### config.mk
export PLATFORM = sky130hd
export DESIGN_NAME = ipmxb_qsgmii_hsst_pll_powerup_v1_0_flat
export DESIGN_NICKNAME = d
export VERILOG_FILES = /design/src/rtl/ipmxb_qsgmii_hsst_pll_powerup_v1_0_if.sv /design/src/rtl/ipmxb_qsgmii_hsst_pll_powerup_v1_0.sv /design/src/flat_wrapper.sv
export SDC_FILE = /design/constraint.sdc
export NUM_CORES = 1
export LEC_CHECK = 0
export CAP_MARGIN = 20
export CORE_MARGIN = 10
export CORE_UTILIZATION = 53
export CTS_CLUSTER_DIAMETER = 150
export CTS_CLUSTER_SIZE = 16
export DETAILED_ROUTE_END_ITERATION = 12
export PLACE_DENSITY = 0.75
export SLEW_MARGIN = 5
export SYNTH_ARGS = -nofsm -noshare
export SYNTH_HDL_FRONTEND = slang
export SYNTH_SLANG_ARGS = --single-unit
export TNS_END_PERCENT = 30
### constraint.sdc
create_clock -name clk -period 2.3 [get_ports clk]
set_input_delay 0.46 -clock clk [delete_from_list [all_inputs] [get_ports clk]]
set_output_delay 0.46 -clock clk [all_outputs]
set_load 0.02 [all_outputs]
### src/rtl/ipmxb_qsgmii_hsst_pll_powerup_v1_0_if.sv
// rtl/ipmxb_qsgmii_hsst_pll_powerup_v1_0_if.sv - HSST PLL control/status pins
// master = power-up sequencer, slave = HSST PLL.
interface ipmxb_qsgmii_hsst_pll_powerup_v1_0_if;
  logic P_PLLPOWERDOWN;
  logic P_PLL_RST;
  logic P_PLL_READY;

  modport master (
    output P_PLLPOWERDOWN,
    output P_PLL_RST,
    input  P_PLL_READY
  );

  modport slave (
    input  P_PLLPOWERDOWN,
    input  P_PLL_RST,
    output P_PLL_READY
  );
endinterface

### src/rtl/ipmxb_qsgmii_hsst_pll_powerup_v1_0.sv
// rtl/ipmxb_qsgmii_hsst_pll_powerup_v1_0.sv - HSST PLL power-up/reset sequencer
// Power-down, reset, filtered lock wait, retry on timeout or lock loss.
module ipmxb_qsgmii_hsst_pll_powerup_v1_0 #(
  parameter int FREE_CLOCK_FREQ = 100,
  parameter int PD_TIME_US      = 40,
  parameter int RST_TIME_US     = 41,
  parameter int LOCK_TIMEOUT_US = 1000,
  parameter int LOCK_FILTER     = 64,
  parameter int CNTR_WIDTH      = 18
) (
  input  logic                                     clk,
  input  logic                                     rst,
  input  logic                                     i_pll_rst,
  ipmxb_qsgmii_hsst_pll_powerup_v1_0_if.master     hsst,
  output logic                                     o_pll_done,
  output logic                                     o_pll_lock_lost,
  output logic [3:0]                               o_retry_cnt
);

  localparam int FW = (LOCK_FILTER > 1) ? $clog2(LOCK_FILTER) : 1;
  localparam logic [CNTR_WIDTH-1:0] PD_LAST  = CNTR_WIDTH'(PD_TIME_US * FREE_CLOCK_FREQ - 1);
  localparam logic [CNTR_WIDTH-1:0] RST_LAST = CNTR_WIDTH'(RST_TIME_US * FREE_CLOCK_FREQ - 1);
  localparam logic [CNTR_WIDTH-1:0] TO_LAST  = CNTR_WIDTH'(LOCK_TIMEOUT_US * FREE_CLOCK_FREQ - 1);
  localparam logic [FW-1:0]         F_LAST   = FW'(LOCK_FILTER - 1);

  typedef enum logic [1:0] {S_PD, S_RST, S_WAIT, S_DONE} state_t;

  state_t                state_q, state_d;
  logic [CNTR_WIDTH-1:0] timer_q, timer_d;
  logic [FW-1:0]         fcnt_q, fcnt_d;
  logic [1:0]            req_sync_q, req_sync_d;
  logic [1:0]            rdy_sync_q, rdy_sync_d;
  logic                  pd_q, pd_d;
  logic                  prst_q, prst_d;
  logic                  done_q, done_d;
  logic                  lost_q, lost_d;
  logic [3:0]            retry_q, retry_d;
  logic                  rst_req_s, ready_s;
  logic [3:0]            retry_inc;

  assign rst_req_s = req_sync_q[1];
  assign ready_s   = rdy_sync_q[1];
  assign retry_inc = (retry_q == 4'hF) ? retry_q : retry_q + 4'd1;

  always_comb begin
    req_sync_d = {req_sync_q[0], i_pll_rst};
    rdy_sync_d = {rdy_sync_q[0], hsst.P_PLL_READY};
    state_d    = state_q;
    timer_d    = timer_q;
    fcnt_d     = fcnt_q;
    pd_d       = pd_q;
    prst_d     = prst_q;
    done_d     = done_q;
    lost_d     = 1'b0;
    retry_d    = retry_q;

    // User re-initialisation overrides every other transition and parks in S_PD.
    if (rst_req_s) begin
      state_d = S_PD;
      timer_d = '0;
      fcnt_d  = '0;
      pd_d    = 1'b1;
      prst_d  = 1'b1;
      done_d  = 1'b0;
    end else begin
      case (state_q)
        S_PD: begin
          if (timer_q == PD_LAST) begin
            timer_d = '0;
            state_d = S_RST;
            pd_d    = 1'b0;
          end else begin
            timer_d = timer_q + 1'b1;
          end
        end
        S_RST: begin
          if (timer_q == RST_LAST) begin
            timer_d = '0;
            state_d = S_WAIT;
            prst_d  = 1'b0;
          end else begin
            timer_d = timer_q + 1'b1;
          end
        end
        S_WAIT: begin
          fcnt_d  = ready_s ? fcnt_q + 1'b1 : '0;
          timer_d = timer_q + 1'b1;
          // A lock completing on the timeout cycle still counts as locked.
          if (ready_s && (fcnt_q == F_LAST)) begin
            state_d = S_DONE;
            done_d  = 1'b1;
            fcnt_d  = '0;
            timer_d = '0;
          end else if (timer_q == TO_LAST) begin
            state_d = S_RST;
            prst_d  = 1'b1;
            timer_d = '0;
            fcnt_d  = '0;
            retry_d = retry_inc;
          end
        end
        S_DONE: begin
          if (!ready_s) begin
            state_d = S_RST;
            done_d  = 1'b0;
            lost_d  = 1'b1;
            prst_d  = 1'b1;
            timer_d = '0;
            fcnt_d  = '0;
            retry_d = retry_inc;
          end
        end
        default: begin
          state_d = S_PD;
          timer_d = '0;
          pd_d    = 1'b1;
          prst_d  = 1'b1;
          done_d  = 1'b0;
        end
      endcase
    end
  end

  always_ff @(posedge clk or posedge rst) begin
    if (rst) begin
      state_q    <= S_PD;
      timer_q    <= '0;
      fcnt_q     <= '0;
      req_sync_q <= '0;
      rdy_sync_q <= '0;
      pd_q       <= 1'b1;
      prst_q     <= 1'b1;
      done_q     <= 1'b0;
      lost_q     <= 1'b0;
      retry_q    <= '0;
    end else begin
      state_q    <= state_d;
      timer_q    <= timer_d;
      fcnt_q     <= fcnt_d;
      req_sync_q <= req_sync_d;
      rdy_sync_q <= rdy_sync_d;
      pd_q       <= pd_d;
      prst_q     <= prst_d;
      done_q     <= done_d;
      lost_q     <= lost_d;
      retry_q    <= retry_d;
    end
  end

  assign hsst.P_PLLPOWERDOWN = pd_q;
  assign hsst.P_PLL_RST      = prst_q;
  assign o_pll_done          = done_q;
  assign o_pll_lock_lost     = lost_q;
  assign o_retry_cnt         = retry_q;

endmodule
### src/flat_wrapper.sv
// flat-port wrapper written by rule: the top's interface ports become plain ports
module ipmxb_qsgmii_hsst_pll_powerup_v1_0_flat 
#(
  parameter int FREE_CLOCK_FREQ = 100,
  parameter int PD_TIME_US      = 40,
  parameter int RST_TIME_US     = 41,
  parameter int LOCK_TIMEOUT_US = 1000,
  parameter int LOCK_FILTER     = 64,
  parameter int CNTR_WIDTH      = 18
)
  (clk, rst, i_pll_rst, o_pll_done, o_pll_lock_lost, o_retry_cnt, hsst_P_PLLPOWERDOWN, hsst_P_PLL_RST, hsst_P_PLL_READY);
  ipmxb_qsgmii_hsst_pll_powerup_v1_0_if hsst_i ();
  input  logic clk;
  input  logic rst;
  input  logic i_pll_rst;
  output logic o_pll_done;
  output logic o_pll_lock_lost;
  output logic [3:0] o_retry_cnt;
  output wire logic [$bits(hsst_i.P_PLLPOWERDOWN)-1:0] hsst_P_PLLPOWERDOWN;
  output wire logic [$bits(hsst_i.P_PLL_RST)-1:0] hsst_P_PLL_RST;
  input wire logic [$bits(hsst_i.P_PLL_READY)-1:0] hsst_P_PLL_READY;
  assign hsst_P_PLLPOWERDOWN = hsst_i.P_PLLPOWERDOWN;
  assign hsst_P_PLL_RST = hsst_i.P_PLL_RST;
  assign hsst_i.P_PLL_READY = hsst_P_PLL_READY;
  ipmxb_qsgmii_hsst_pll_powerup_v1_0 #(.FREE_CLOCK_FREQ(FREE_CLOCK_FREQ), .PD_TIME_US(PD_TIME_US), .RST_TIME_US(RST_TIME_US), .LOCK_TIMEOUT_US(LOCK_TIMEOUT_US), .LOCK_FILTER(LOCK_FILTER), .CNTR_WIDTH(CNTR_WIDTH)) u_core (.clk(clk), .rst(rst), .i_pll_rst(i_pll_rst), .hsst(hsst_i), .o_pll_done(o_pll_done), .o_pll_lock_lost(o_pll_lock_lost), .o_retry_cnt(o_retry_cnt));
endmodule
==> flow_metrics.py <==
metrics = {
    "cts": {
        "htree_levels": 2,
        "cts_num_sinks": 38,
        "clkTransAtPathRegs_ns": 0.08,
        "cts_buffer_depth": 2,
        "cts_tree": "done",
        "cts-root-buf": "clkbuf_8",
        "clk_latency_ns": 0.29,
        "ctsHoldBuffers": 0,
        "numCtsBuffers": 5,
    },
    "worst_setup_path": {
        "cp_max_fo": 18,
        "r2r_setup_slack_ns": 0.02,
        "cp-start-kind": "flip-flop",
        "cp.arrival_ns": 2.44,
        "crit_type": "flip-flop to flip-flop",
        "crit_path_end_kind": "flip-flop",
        "worstPathRequired_ns": 2.46,
    },
    "synth": {
        "muxShareOfSynthArea_pct": 2.58,
        "yosysWarningCount": 0,
        "yosysUniqueCellTypes": 40,
        "async_reset_ff_share_pct": 100,
        "synth.cell_area_um2": 2080,
        "seq_area_frac_synth_pct": 45.8,
        "synth_compound_area_share_pct": 16.7,
        "synth_top_family_by_area": "simple AND/OR/NAND/NOR gates",
        "ys.flop_type": "dfrtp_1",
        "ys_ff_latch": 38,
        "synth_nets": 229,
        "synth-xor-area-share_pct": 2.94,
        "synth_edf_count": 0,
        "synth_cells": 218,
        "syn_avg_cell_area_um2": 9.56,
        "synth-simple-area-share_pct": 24.0,
        "synth_fa_ha_area_share_pct": 4.20,
    },
    "placement": {
        "port-buffer-count": 11,
        "dp_slack_ns": -0.0576,
        "placed_area_um2": 2450,
        "hpwl_um": 3250,
        "place.gp.congestion": 0.828,
    },
    "timing": {
        "hold_violations": 0,
        "fmax_ghz": 0.439,
        "finalSetupViolCount": 0,
        "rsz0062_at_grt": "yes",
        "fin_crit_ns": 2.28,
        "worst_pin_slew_ns": 0.550,
        "timing.final.ws_setup_ns": 0.0218,
        "slew_headroom_pct": 63.2,
        "fin_skew_ns": 0.0110,
        "period_share_pct": 99.1,
        "holdWs_ns": 0.353,
        "fin_tns_setup_ns": 0,
        "slew_violations": 0,
    },
    "finish": {
        "area_growth_pct": 24.6,
        "n_antenna_cell": 0,
        "stdcell_area_um2": 2590,
        "mostFrequentLayoutCell": "dfrtp_1",
        "drive_above_1_share_pct": 22.5,
        "final_cell_mix": "dfrtp_1, buf_4, nand2_1",
        "nNetsFinal": 272,
    },
    "grt": {
        "grt_max_degree": 39,
        "gr-total-overflow": 0,
        "grt_use_total_pct": 14.0,
        "grt_antenna_before_repair": 0,
        "grt_pass1_vias": 1648,
        "grt_pass1_wl_um": 7710,
    },
    "die": {
        "io_pins": 12,
        "chipWidth_um": 82.7,
        "dieArea_um2": 6840,
        "die_y_um": 82.7,
        "std_cell_rows": 22,
        "core_area_um2": 3740,
        "start_util_pct": 55.6,
    },
    "detailed_routing": {
        "met1_length_um": 2270,
        "wl_um": 4520,
        "drc": 0,
        "wire_per_inst_um": 14.6,
        "wl_met2_um": 2080,
        "top_layer": "met4",
        "num_vias": 1792,
        "drtAntennaViolNets": 0,
        "dr.first_iter.drc_count": 141,
        "avgViaCountPerCell": 5.78,
        "wl_met3_um": 154,
        "dr.pass1.iters": 4,
    },
    "power_and_ir_drop": {
        "p_leak_uw": 0.00120,
        "p_per_area_nw_per_um2": 748,
        "peakVddDrop_uv": 560,
        "power.total_uw": 1940,
    },
    "hold_path": {
        "hp-class": "flip-flop to flip-flop",
    },
    "flow_run": {
        "cap_violations": 0,
    },
    "outcome": {
        "status": "complete, no violations",
    },
}
-- final timing paths --
| path | from | endpoint | cells after the start |
|---|---|---|---|
| worst max register to register | u_core.timer_q[6] | u_core.timer_q[9] | 5 |
| worst min register to register | u_core.req_sync_q[0] | u_core.req_sync_q[1] | 0 |
| max in group asynchronous | rst | u_core.hsst.P_PLL_RST | 3 |
| min in group asynchronous | rst | u_core.timer_q[2] | 3 |
| worst min-delay path | u_core.req_sync_q[0] | u_core.req_sync_q[1] | 0 |
| worst max-delay path | u_core.timer_q[6] | u_core.timer_q[9] | 5 |
-- sequential cells by signal (all words and copies together), names as in the netlist --
name and cells:
u_core.o_retry_cnt 4, u_core.state_q 2, u_core.o_pll_done 1, u_core.fcnt_q 6, u_core.o_pll_lock_lost 1, u_core.rdy_sync_q 2
u_core.req_sync_q 2, u_core.hsst.P_PLL_RST 1, u_core.timer_q 18, u_core.hsst.P_PLLPOWERDOWN 1
-- critical path, stage by stage, from the launching register on --
cell and delay, ns:
dfrtp_1 0.38, or4_4 0.57, o31a_1 0.33, o31a_4 0.43
buf_4 0.16, a221o_1 0.28
-- final cells by class --
cell class	count	area, um^2
Fill cell	293	1150
Sequential cell	38	953
Tap cell	48	60.1
Clock inverter	2	12.5
Multi-Input combinational cell	161	1090
Timing Repair Buffer	44	358
Clock buffer	6	82.6
Inverter	11	41.3
-- synth_stat cells (2+ instances only) --
cell      instances  area share (%)
mux2_2            3             1.6
o21ai_0          13             3.1
nand2_1          23             4.1
dfrtp_1          36              43
and4_1            2            0.84
xnor2_1           4             1.7
nor4b_1           4             1.7
nor2b_1           2            0.60
inv_1            11             2.0
nand3b_1          2            0.72
a21oi_1           7             1.7
clkbuf_1          6             1.1
o311ai_0          2            0.84
or2_2             3            0.90
nand4_1           6             1.8
ha_1              7             4.2
nand3_1          11             2.6
nor3_1            7             1.7
nor4_1            2            0.60
a22o_1            6             2.5
mux2i_1           2            0.96
nor2_1           18             3.2
xor2_1            3             1.3
a211oi_1          3             1.1
and3_1           11             3.3
o31a_1            2            0.84
a221o_1           7             3.4
a21o_1            2            0.72
dfstp_2           2             2.5
-- where the power goes --
part,internal (uW),total [uW],switching [uW]
sequential,743,803,60.3
combinational,326,670,344
clock,241,469,228
total,1310,1940,632
-- routing by layer --
metal  global-route usage (%)  vias up
met4                     3.85        0
li1                         -      889
met5                        0        -
met3                     3.02        2
met2                     21.4       23
met1                     19.6      878
-- logic make-up (layout without fill, tap and decap cells) --
| family | Yosys count | in the layout |
|---|---|---|
| adder cells (fa/ha/maj) | 7 | 7 |
| multiplexers | 5 | 5 |
| flip-flops | 38 | 38 |
| AO/OA/AOI/OAI | 48 | 48 |
| buffers and inverters | 19 | 63 |
| AND/OR/NAND/NOR | 94 | 94 |
| XOR/XNOR | 7 | 7 |
-- through the flow --
step           utilization (%)  std cells
3_5_place_dp              65.5        300
3_3_place_gp              65.5        300
4_1_cts                   68.3        308
6_report                  69.3        310
5_1_grt                   69.3        310
2_1_floorplan                -        218
-- repair_timing --
action	CTS	global route
setup endpoints to repair	9	18
pin swaps	0	3
buffers inserted	0	2
resized for setup	2	6
Power figures use the tool's default switching activity.
